File: src/rtl/pipe_latch_buf.sv
// pipe_latch_buf: DEPTH-entry elastic latch between pipeline stages with valid/ready,
// synchronous flush and occupancy count. Define PIPE_LATCH_BYPASS_EN for empty-buffer pass-through.
module pipe_latch_buf #(
  parameter  int WIDTH = 16,
  parameter  int DEPTH = 2,
  localparam int CW    = $clog2(DEPTH + 1)
) (
  input  logic             clk,
  input  logic             rst_n,
  input  logic             flush,
  input  logic             in_valid,
  input  logic [WIDTH-1:0] in_data,
  output logic             in_ready,
  output logic             out_valid,
  output logic [WIDTH-1:0] out_data,
  input  logic             out_ready,
  output logic [CW-1:0]    count
);

  localparam int            AW         = $clog2(DEPTH);
  localparam logic [CW-1:0] FULL_COUNT = CW'(DEPTH);
  localparam logic [AW-1:0] PTR_STEP   = AW'(1);
  localparam logic [CW-1:0] CNT_STEP   = CW'(1);

  logic [WIDTH-1:0] r_mem [DEPTH];
  logic [AW-1:0]    r_wrPtr;
  logic [AW-1:0]    r_rdPtr;
  logic [CW-1:0]    r_count;

  logic w_empty;
  logic w_full;
  logic w_push;
  logic w_pop;
  logic w_passThrough;

  assign w_empty  = (r_count == '0);
  assign w_full   = (r_count == FULL_COUNT);
  assign in_ready = !w_full;
  assign count    = r_count;

`ifdef PIPE_LATCH_BYPASS_EN
  logic w_bypass;

  // An empty, unflushed buffer exposes the upstream word directly; if it is taken
  // in the same cycle it never touches storage.
  assign w_bypass      = w_empty && !flush;
  assign w_passThrough = w_bypass && in_valid && out_ready;
  assign out_valid     = w_bypass ? in_valid : !w_empty;
  assign out_data      = w_bypass ? in_data : (w_empty ? '0 : r_mem[r_rdPtr]);
`else
  assign w_passThrough = 1'b0;
  assign out_valid     = !w_empty;
  assign out_data      = w_empty ? '0 : r_mem[r_rdPtr];
`endif

  assign w_push = in_valid && !w_full && !w_passThrough;
  assign w_pop  = !w_empty && out_ready;

  // Flush outranks both push and pop, so a squashed word is never recorded.
  always_ff @(posedge clk or negedge rst_n) begin
    if (!rst_n) begin
      r_wrPtr <= '0;
      r_rdPtr <= '0;
      r_count <= '0;
    end else if (flush) begin
      r_wrPtr <= '0;
      r_rdPtr <= '0;
      r_count <= '0;
    end else begin
      if (w_push) r_wrPtr <= r_wrPtr + PTR_STEP;
      if (w_pop)  r_rdPtr <= r_rdPtr + PTR_STEP;
      case ({w_push, w_pop})
        2'b10:   r_count <= r_count + CNT_STEP;
        2'b01:   r_count <= r_count - CNT_STEP;
        default: r_count <= r_count;
      endcase
    end
  end

  always_ff @(posedge clk) begin
    if (w_push && !flush) r_mem[r_wrPtr] <= in_data;
  end

endmodule

File: config.mk
export PLATFORM = sky130hd
export DESIGN_NAME = pipe_latch_buf
export DESIGN_NICKNAME = d
export VERILOG_FILES = /design/src/rtl/pipe_latch_buf.sv
export SDC_FILE = /design/constraint.sdc
export NUM_CORES = 1
export LEC_CHECK = 0
export CORE_UTILIZATION = 34
export DETAILED_ROUTE_END_ITERATION = 8
export DONT_BUFFER_PORTS = 1
export PLACE_DENSITY_LB_ADDON = 0.15
export SLEW_MARGIN = 10
export SYNTH_ARGS = -nofsm -noshare
export SYNTH_HDL_FRONTEND = slang
export SYNTH_SLANG_ARGS = --single-unit
File: constraint.sdc
create_clock -name clk -period 6.63 [get_ports clk]
set_clock_uncertainty 0.15 [all_clocks]
set_input_delay 0.663 -clock clk [delete_from_list [all_inputs] [get_ports clk]]
set_output_delay 0.663 -clock clk [all_outputs]
set_load 0.03 [all_outputs]
Word level (Yosys, flattened, before mapping)
Memory sizes are Yosys's and may differ from the RTL's. Index checks and enable logic that the tools add are counted.

Add/sub/neg operators: 4. Reductions and logical operators: 10. Muxes and demuxes: 9. Eq/ne operators: 3.

Operator list (number): $mux 16 (1); $mux 1 (6); $eq 2x2->1 const B (2); $pmux 2 s2 (1); $reduce_bool 2->1 (2); $logic_and 1x1->1 (3); $logic_not 1->1 (3); $reduce_bool 3->1 (1); $add 1x1->1 const B (2); $add 2x1->2 const B (1); $eq 2x1->1 const B (1); $logic_not 2->1 (1); $mux 2 (1); $sub 2x1->2 const B (1).

RAM bits: 32. Register bits after elaboration: 4. Memories kept: 1. Word-level logic and storage cells: 30. Input port bits: 21. Output and inout port bits: 20.

Memory list: r_mem (words 2, bits a word 16, rd ports 1, clocked after memory_dff 0, wr ports 1, line 25) `logic [WIDTH-1:0] r_mem [DEPTH];`.

Logic depth before layout (Yosys ltp)
Gate-level depths: netlist (run 1).

Depth in word-level cells: 6. Mapped depth: 4. Depth with buffers taken out: 4.

Worst setup path after synthesis (run 1)
OpenSTA, ideal clock, no wires.

Kind: flip-flop to flip-flop. From: register r_count[1] (netlist: count[1]). To: memory r_mem[1][0], enable pin. Library setup time: 0.413 ns. Cell stages (with the launch flop): 5. Clock period less this slack: 2.827 ns. Data required time: 6.067 ns. Path buffers: 0. Slack: 3.803 ns. Data arrival time: 2.264 ns. Cell sequence: dfrtp_1 -> nor2b_1 -> inv_2 -> nand2_1 -> nor3b_1.

Word-level cells in the longest chain between the ends: 6.

RTL lines: start, declared (line 28) `logic [CW-1:0] r_count;`; start signal, assigned (line 73) `2'b10: r_count <= r_count + CNT_STEP;`; start signal, assigned (line 74) `2'b01: r_count <= r_count - CNT_STEP;`; start signal, assigned (line 75) `default: r_count <= r_count;`; $eq 2x2->1 (line 37) `assign w_full = (r_count == FULL_COUNT);`; $logic_not 1->1; via in_ready (line 13) `output logic in_ready,`; $logic_and 1x1->1 (line 56) `assign w_push = in_valid && !w_full && !w_passThrough;`; $logic_and 1x1->1 (line 81) `if (w_push && !flush) r_mem[r_wrPtr] <= in_data;`; $mux 1 (line 81); $mux 1 (implied by the code) (line 81); end, declared (line 25).

The timed path passes the listed nets, and every way through them passes these cells.

Final worst setup path (run 1)
From: register r_rdPtr. To: output port out_data[11].

Word-level cells in the longest chain between the ends: 2.

RTL lines: start, declared (line 27) `logic [AW-1:0] r_rdPtr;`; start signal, assigned (line 71) `if (w_pop) r_rdPtr <= r_rdPtr + PTR_STEP;`; $mem_v2 2x16; $mux 16 (line 53) `assign out_data = w_empty ? '0 : r_mem[r_rdPtr];`; end, declared (line 15) `output logic [WIDTH-1:0] out_data,`.

No other way between the ends.

==> results.md, run 1 <==
* Reg power frac at 0.591
* Nets at 122
* Worst setup margin at 3920 ps
* Ant diodes at 0
* GPL Wtd Cong at 0.729
* Count of final hold-check violations at 0
* Setup violators final at 0
* Flops & latches, synth at 36
* Slew Viols, Final at 0
* Cell Pwr Density at 282 nW/µm²
* Setup crit start: r_rdPtr$_DFFE_PN0P_
* Crit-path max cell delay at 950 ps
* Sw Share at 0.239
* Placement Setup Slack at 4190 ps
* Net switching power figure at 108 µW
* Min Clock Period, post-route at 2710 ps
* Crit path required time at 5820 ps
* Initial drt markers at 15
* Final instance area at 1600 µm²
* Die X at 67.1 µm
* Hold Crit Class: input pin to register
* R2R Path End: r_mem[1][14]$_DFFE_PP_
* Pwr Total at 451 µW
* TNS Setup at 0 ps
* Most frequent cells in the layout: edfxtp_1 (32), mux2i_1 (17), nor2_1 (17)
* Clock power frac at 0.306
* First-pass GRT wire length at 3280 µm
* Clock Path Buffers at 2
* GRT Util Overall at 0.108
* Row count at 23
* Post-Syn Area per Cell at 15.3 µm²
* TritonRoute pass-1 iters at 3
* Slowest-stage cell, CP: dfrtp_1
* DIE HEIGHT at 67.1 µm
* Synthesized area at 1440 µm²
* Commonest non-fill, non-tap cell in the layout: edfxtp_1
* Crit Path Max Fanout at 17
* Post-DP HPWL at 1510 µm
* Netlist cell types at 22
* Final wirelength at 2250 µm
* Via count of the routed design at 724
* DRC viols at 0
* Root Driver: clkbuf_8
* Cells after Synth at 94
* Largest net degree at the start of global routing at 18
* Comb pwr share at 0.102
* FMAX at 0.369 GHz
* Placed Instance Area at 1510 µm²
* Ys Warns at 0
* Reg2reg setup slack at 4600 ps
* Clk slew on worst S/H paths at 60 ps
* Worst-Skew Late Latency at 270 ps
* CTS tree: yes
* Worst Path Arrival at 1900 ps
* Routed len/inst at 14.8 µm
* Peak supply drop at 149 µV
* Area delta synth->final at 10.9%
* Unrepaired setup endpoints after global routing: false
* Die area at 4500 µm²
* Outcome: finished clean
* Total CTS buffers at 5
* Share of cells above drive strength 1 at 0.127
* Total setup buffers inserted after CTS at 0
* Worst-path cell chain: mux2i_1, nor2_1
* Hold path depth at 1
* # fillers at 387
* Pleak at 0.000527 µW
* Antenna violations before repair at 0
* Slew headroom at 0.385
* H-tree lvl count at 2
* Kind of critical path: register to output pin
* CP endpoint: out_data[11]
* Reg2reg path depth at 5
* Crit end category: output pin
* CTS sink count at 36
* Tightest Pin Transition at 922 ps
* Startpoint types: register
* Post-synthesis sequential area ratio at 0.736
* GR Overflow Total at 0
* Starting Density at 0.358
* I/O pins at 41
* Max cap viols at 0
* Vias per cell at 4.76
* Core region area at 4030 µm²
* Core Util, Final at 0.397
* Vias in the first global route at 697
* ANT nets after route at 0
* Period utilization at 0.409
* Syn_nets at 115
* IO buf count at 0
* Pint at 343 µW
* RR Startpoint: count[1]$_DFFE_PN0P_
[critical path: cells and delay by family (launching register included)]
| family | cells | cell delay, ps |
|---|---|---|
| flops | 1 | 950 |
| simple gates | 1 | 480 |
| mux | 1 | 200 |
[what timing repair did]
item | in CTS | in global routing
gates resized for setup | 0 | 0
endpoints found under the setup margin | 0 | 0
hold buffers | 1 | 0
endpoints found under the hold margin | 4 | 0
[logic make-up after synthesis]
| kind of cell | synth area share |
|---|---|
| AND/OR/NAND/NOR | 0.0833 |
| multiplexers | 0.118 |
| buffers and inverters | 0.0226 |
| flip-flops | 0.736 |
| AO/OA/AOI/OAI | 0.0339 |
| XOR/XNOR | 0.00608 |
[routing by layer]
metal / vias up / global-route usage / wire length [µm]
met2: 28 / 0.168 / 1150
met4: 0 / 0.0718 / 52
li1: 353 / - / -
met5: - / 0 / 0
met3: 6 / 0.0445 / 201
met1: 337 / 0.122 / 846
[power groups by stage]
stage               clock, µW  combinational [µW]  sequential [µW]
floorplan                   0                45.2              266
global placement            0                45.9              271
detailed placement          0                46.4              272
CTS                       144                47.4              267
global route              150                49.4              268
finish                    138                46.2              267
[how the worst min path moves through the flow]
stage                                 to  start
detailed placement  count[1]$_DFFE_PN0P_  rst_n
floorplan           count[0]$_DFFE_PN0P_  rst_n
CTS                 count[1]$_DFFE_PN0P_  flush
global placement    count[0]$_DFFE_PN0P_  rst_n
global route        count[1]$_DFFE_PN0P_  flush
finish              count[1]$_DFFE_PN0P_  flush
[synthesized netlist by cell type (all sizes together)]
| cell type | number | area, µm² |
|---|---|---|
| nand3b | 1 | 7.51 |
| xor2 | 1 | 8.76 |
| o211ai | 1 | 7.51 |
| nand2 | 1 | 3.75 |
| nor2 | 18 | 70.1 |
| o21ai | 2 | 10.0 |
| or2 | 1 | 6.26 |
| mux2i | 17 | 170 |
| edfxtp | 32 | 961 |
| inv | 3 | 11.3 |
| nor3b | 2 | 15.0 |
| buf | 3 | 21.3 |
| a21oi | 4 | 23.8 |
| nor2b | 1 | 6.26 |
| dfrtp | 4 | 100 |
| or3 | 1 | 6.26 |
| a21o | 1 | 7.51 |
| nor3 | 1 | 5.00 |
[through the flow]
stage | instances | hold slack (ps)
floorplan | 94 | 217
CTS | 152 | 280
global route | 152 | 278
detailed placement | 143 | 218
finish | 152 | 291
global placement | 143 | 218
[flip-flops by register name (all words and copies together) (netlist names)]
| name | count |
|---|---|
| count | 2 |
| r_mem | 32 |
| r_rdPtr | 1 |
| r_wrPtr | 1 |
[area by class of cell]
class,instances,area [µm²],area share
Clock buffer,7,76.3,0.0478
Clock inverter,1,3.75,0.00235
Inverter,3,11.3,0.00705
Multi-Input combinational cell,52,358,0.224
Sequential cell,36,1060,0.664
Tap cell,50,62.6,0.0392
Timing Repair Buffer,3,25.0,0.0157
No activity file was read; power rests on OpenSTA's default activity.
==> run 2, diff against run 1 <==
==> constraint.sdc (replaced) <==
create_clock -name clk -period 2.4 [get_ports clk]
set_clock_uncertainty 0.15 [all_clocks]
set_input_delay 0.24 -clock clk [delete_from_list [all_inputs] [get_ports clk]]
set_output_delay 0.24 -clock clk [all_outputs]
set_load 0.03 [all_outputs]
==> run 2 against run 1 <==
  * Via count increased by 21%
  * Clock power increased to 3.7 times the previous value
  * Final cell count increased by 26%
  * Power increased to 3.2 times the previous value
  * Wire length increased by 17%
  * Non-clock buffer count increased by 39
  * Sequential share of layout area decreased by 12 points
  * Sequential cell count unchanged
  * Register-to-register slack got worse by 4200 ps
  * First-iteration DRC count increased by 13%
  * Count of clock-buffer cells in the layout decreased by 2
  * Worst hold slack got worse by 270 ps
==> results.md, run 2 (synthesis results as in run 1) <==
* Clock Path Buffers at 2 (unchanged)
* Worst-path cell chain: nor2b_1, inv_2, a21o_1, a21oi_2, dlygate4sd3_1
* Final instance area at 1960 µm² (+23%)
* Ant diodes at 0 (unchanged)
* Post-DP HPWL at 1670 µm (+11%)
* # fillers at 376 (-2.8%)
* Crit-path max cell delay at 590 ps (-360 ps)
* Placed Instance Area at 1670 µm² (+10%)
* Largest net degree at the start of global routing at 18 (unchanged)
* ANT nets after route at 0 (unchanged)
* GPL Wtd Cong at 0.773 (+6.1%)
* Core region area at 4030 µm² (unchanged)
* Antenna violations before repair at 0 (unchanged)
* Die area at 4500 µm² (unchanged)
* Total CTS buffers at 5 (unchanged)
* Routed len/inst at 13.8 µm (-6.8%)
* Root Driver: clkbuf_8
* CTS tree: yes
* Post-cts sizing count at 0 (unchanged)
* Slew Viols, Final at 0 (unchanged)
* Pleak at 0.000727 µW (+38%)
* Kind of critical path: register to register
* CTS sink count at 36 (unchanged)
* Cell Pwr Density at 735 nW/µm² (+160%)
* Worst Path Arrival at 2110 ps (+210 ps)
* Placement Setup Slack at 526 ps (-3660 ps)
* Worst-Skew Late Latency at 280 ps (about the same)
* Cts hold-fix bufs at 19 (+18)
* Initial drt markers at 17 (+2)
* Nets at 161 (+32%)
* Period utilization at 0.852
* Fin cells at 191 (+26%)
* Hold path depth at 2 (+1)
* DRC viols at 0 (unchanged)
* Most frequent cells in the layout: edfxtp_1 (32), buf_4 (23), dlygate4sd3_1 (19)
* Clk slew on worst S/H paths at 70 ps (about the same)
* Slew headroom at 0.785 (+0.399)
* # placed instances at 164 (+15%)
* Unrepaired setup endpoints after global routing: false
* Peak supply drop at 502 µV (+240%)
* Die X at 67.1 µm (unchanged)
* TritonRoute pass-1 iters at 4 (+1)
* H-tree lvl count at 2 (unchanged)
* GR Overflow Total at 0 (unchanged)
* Max cap viols at 0 (unchanged)
* FMAX at 0.489 GHz
* Setup violators final at 0 (unchanged)
* Max reg flops at 32 (unchanged)
* Total setup buffers inserted after CTS at 0 (unchanged)
* Crit end category: register
* Crit path required time at 2460 ps (-3360 ps)
* GRT Util Overall at 0.136 (+0.0275)
* Share of cells above drive strength 1 at 0.248 (+0.121)
* Commonest non-fill, non-tap cell in the layout: edfxtp_1
* Startpoint types: register
* Via count of the routed design at 875 (+21%)
* Most flops, register: r_mem
* Slowest-stage cell, CP: dlygate4sd3_1
* I/O pins at 41 (unchanged)
* Count of final hold-check violations at 0 (unchanged)
* Vias per cell at 4.58 (-3.8%)
* DIE HEIGHT at 67.1 µm (unchanged)
* IO buf count at 0 (unchanged)
* Tightest Pin Transition at 323 ps (-599 ps)
* TNS Setup at 0 ps (unchanged)
* Min Clock Period, post-route at 2040 ps
* Reg2reg path depth at 5 (unchanged)
* Starting Density at 0.358 (unchanged)
* Worst setup margin at 355 ps (-3570 ps)
* Final wirelength at 2630 µm (+17%)
* First-pass GRT wire length at 4200 µm (+28%)
* Hold Crit Class: input pin to register
* Vias in the first global route at 900 (+29%)
* Outcome: finished clean
* Crit Path Max Fanout at 3 (-14)
* Row count at 23 (unchanged)
* Area delta synth->final at 36.1%
## run 2: cell type report
type                    instances  area [µm²]  area share
clock buffers                   5        68.8      0.0351
clock inverters                 3        37.5      0.0191
inverters                       3        11.3     0.00574
multi-input cells              52         358       0.182
flip-flops and latches         36        1060       0.541
well taps                      50        62.6      0.0319
repair buffers                 42         363       0.185
## run 2: critical path, delay by kind of cell (launching register included)
| family | cells | cell delay [ps] |
|---|---|---|
| AND/OR/NAND/NOR | 1 | 260 |
| flip-flops | 1 | 500 |
| buffers and inverters | 2 | 740 |
| AO/OA/AOI/OAI | 2 | 330 |
## run 2: final timing paths
path / start / endpoint / slack, ps
worst min register to register: r_wrPtr$_DFFE_PN0P_ / r_wrPtr$_DFFE_PN0P_ / 440
worst max register to register: count[0]$_DFFE_PN0P_ / count[1]$_DFFE_PN0P_ / 360
min in group asynchronous: rst_n / r_rdPtr$_DFFE_PN0P_ / 90
worst max-delay path: count[0]$_DFFE_PN0P_ / count[1]$_DFFE_PN0P_ / 360
max in group asynchronous: rst_n / count[0]$_DFFE_PN0P_ / 1820
worst min-delay path: in_valid / count[0]$_DFFE_PN0P_ / 20
## run 2: through the flow
step                total power (µW)  hold slack (ps)   util
CTS                             1460             6.99  0.487
finish                          1440             18.2  0.487
floorplan                        861             -206      -
global placement                 917             -206  0.413
global route                    1490             44.9  0.487
detailed placement               920             -206  0.413
## run 2: power breakdown
group	total [µW]	internal (µW)	leakage, µW	switching [µW]
clock network	509	302	0.0000532	207
logic	213	89.3	0.000327	123
registers	720	709	0.000347	10.6
## run 2: per-layer routing
layer	wire, µm	up-vias	track usage
li1	-	436	-
met1	1050	401	0.140
met2	1360	32	0.236
met3	154	6	0.0497
met4	66	0	0.0745
met5	0	-	0
==> run 3, diff against run 2 <==
==> constraint.sdc (replaced) <==
create_clock -name clk -period 2.1 [get_ports clk]
set_clock_uncertainty 0.15 [all_clocks]
set_input_delay 0.21 -clock clk [delete_from_list [all_inputs] [get_ports clk]]
set_output_delay 0.21 -clock clk [all_outputs]
set_load 0.05 [all_outputs]
==> run 3 against run 2 <==
  * Core utilization increased by 1.1 points
  * Count of clock-buffer cells in the layout rose by 2
  * Setup slack lost 210 ps
  * Sequential cell count stayed put
  * Global-route usage is 0.31 points higher
  * Die area is the same
  * Clock power shrank 9.6%
  * Cell area is 2.4% higher
  * Critical path type is now register to output pin
  * Non-clock buffer count grew 6
==> results.md, run 3 (synthesis results as in run 1) <==
* Row count at 23 (unchanged)
* Root Driver: clkbuf_8
* FMAX at 0.512 GHz
* First-pass GRT wire length at 4350 µm (+3.8%)
* TNS Setup at 0 ps (unchanged)
* RR Startpoint: count[0]$_DFFE_PN0P_
* GRT Util Overall at 0.139 (+0.00306)
* # placed instances at 168 (+2.4%)
* Crit-path max cell delay at 540 ps (-50 ps)
* Top delay family on crit path: buffers and inverters
* Crit path required time at 1740 ps (-720 ps)
* Reg power frac at 0.520 (+0.021)
* Sw Share at 0.272 (+0.0358)
* Unrepaired setup endpoints after global routing: false
* Vias in the first global route at 951 (+5.7%)
* CTS tree: yes
* Ant diodes at 0 (unchanged)
* Die X at 67.1 µm (unchanged)
* Setup violators final at 0 (unchanged)
* Starting Density at 0.358 (unchanged)
* Core Util, Final at 0.498 (+0.0115)
* Slew Viols, Final at 0 (unchanged)
* Commonest non-fill, non-tap cell in the layout: edfxtp_1
* Clock power frac at 0.289 (-0.064)
* Pleak at 0.000744 µW (+2.3%)
* # fillers at 377 (+0.27%)
* Sequential cell area at 1060 µm² (+0.24%)
* Vias per cell at 4.59 (+0.28%)
* Cell Pwr Density at 792 nW/µm² (+7.7%)
* Pint at 1160 µW (+5.1%)
* GPL Wtd Cong at 0.630 (-19%)
* Crit end category: output pin
* Period utilization at 0.930
* Worst-Skew Late Latency at 280 ps (about the same)
* Post-DP HPWL at 1870 µm (+12%)
* Total setup buffers inserted after CTS at 0 (unchanged)
* Area delta synth->final at 39.3%
* DIE HEIGHT at 67.1 µm (unchanged)
* Via count of the routed design at 905 (+3.4%)
* Antenna violations before repair at 0 (unchanged)
* Clock Path Buffers at 2 (unchanged)
* DRC viols at 0 (unchanged)
* Worst Path Arrival at 1590 ps (-520 ps)
* Hold Crit Class: input pin to register
* Largest net degree at the start of global routing at 12 (-6)
* Core region area at 4030 µm² (unchanged)
* Reg2reg path depth at 5 (unchanged)
* Clk slew on worst S/H paths at 60 ps (about the same)
* Net switching power figure at 433 µW (+27%)
* IO buf count at 0 (unchanged)
* Reg2reg setup slack at 150 ps (-210 ps)
* Comb pwr share at 0.191 (+0.043)
* GR Overflow Total at 0 (unchanged)
* Kind of critical path: register to output pin
* Worst-path cell chain: buf_4, nor2_2, buf_4, nor2_1, buf_4
* Max cap viols at 0 (unchanged)
* TritonRoute pass-1 iters at 4 (unchanged)
* Die area at 4500 µm² (unchanged)
* H-tree lvl count at 2 (unchanged)
* Fin cells at 197 (+3.1%)
* I/O pins at 41 (unchanged)
* Tightest Pin Transition at 289 ps (-33.9 ps)
* Min Clock Period, post-route at 1950 ps
* Nets at 167 (+3.7%)
* Routed len/inst at 13.7 µm (-0.43%)
* Setup crit start: count[0]$_DFFE_PN0P_
* Slew headroom at 0.807 (+0.0226)
* Most flops, register: r_mem
* Count of final hold-check violations at 0 (unchanged)
* ANT nets after route at 0 (unchanged)
* Area of the multi-input gates at 375 µm² (+4.9%)
* Share of cells above drive strength 1 at 0.286 (+0.0375)
* Peak supply drop at 389 µV (-22%)
* Most frequent cells in the layout: edfxtp_1 (32), buf_4 (27), dlygate4sd3_1 (21)
* Outcome: finished clean
* CP endpoint: out_data[8]
* Crit Path Max Fanout at 9 (+6)
* Startpoint types: register
* Most frequent CP cell: buf_4
* Worst path bufs/invs at 3 (+1)
* Total CTS buffers at 5 (unchanged)
* Slowest-stage cell, CP: dfrtp_2
* Initial drt markers at 34 (+17)
* Max reg flops at 32 (unchanged)
* CP Depth at 5 (unchanged)
* CTS sink count at 36 (unchanged)
* Final wirelength at 2700 µm (+2.7%)
* R2R Path End: count[1]$_DFFE_PN0P_
## run 3: cell count changes in the layout (fill, tap and decap cells not counted), moves of 2 or more
cell,before,now
buf_4,23,27
clkbuf_1,0,2
dfrtp_1,4,2
dfrtp_2,0,2
dlygate4sd3_1,19,21
## run 3: stage by stage
step / total power (µW) / worst slack (ps) / cell area, µm² / hold WS [ps]
finish: 1590 / 148 / 2010 / 38.9
global route: 1650 / 67.8 / 2010 / 48.2
CTS: 1610 / 131 / 2010 / 29.9
detailed placement: 1110 / 338 / 1720 / -235
global placement: 1110 / 338 / 1720 / -235
floorplan: 1030 / 33.8 / 1470 / -236
## run 3: worst reg2reg max path, stage by stage (launching register included)
cell and delay (ps):
dfrtp_2 520, nor2b_2 230, inv_4 120, a21o_1 180
a21oi_2 120, dlygate4sd3_1 560
## run 3: layout make-up
type / count / area share
sequential: 36 / 0.530
timing repair buffer: 48 / 0.206
multi-input combinational: 52 / 0.187
clock buffer: 7 / 0.0380
tap: 50 / 0.0312
inverter: 3 / 0.00685
clock inverter: 1 / 0.00187
## run 3: routing by layer
metal	part of all wire	vias to the layer above	track usage
met5	0	-	0
met4	0.010	0	0.0559
met3	0.062	3	0.0514
met2	0.50	29	0.235
met1	0.43	429	0.157
li1	-	444	-
## run 3: timing repair
action                    CTS  global route
hold buffers               21             0
hold endpoints to repair   40             0
gates resized for setup     0             0
## run 3: power groups by stage
stage	combinational (µW)	sequential (µW)	clock, µW
6_report	303	827	460
5_1_grt	324	829	501
4_1_cts	308	827	471
3_5_place_dp	269	843	0
3_3_place_gp	267	842	0
2_1_floorplan	189	845	0
## run 3: worst min-delay path by stage
stage / from / end / slack (ps) / cells after the start
2_1_floorplan: rst_n / count[0]$_DFFE_PN0P_ / -240 / 0
3_3_place_gp: rst_n / count[1]$_DFFE_PN0P_ / -240 / 0
3_5_place_dp: rst_n / count[0]$_DFFE_PN0P_ / -240 / 0
4_1_cts: in_valid / r_wrPtr$_DFFE_PN0P_ / 30 / 3
5_1_grt: rst_n / r_wrPtr$_DFFE_PN0P_ / 50 / 1
6_report: in_valid / r_wrPtr$_DFFE_PN0P_ / 40 / 3
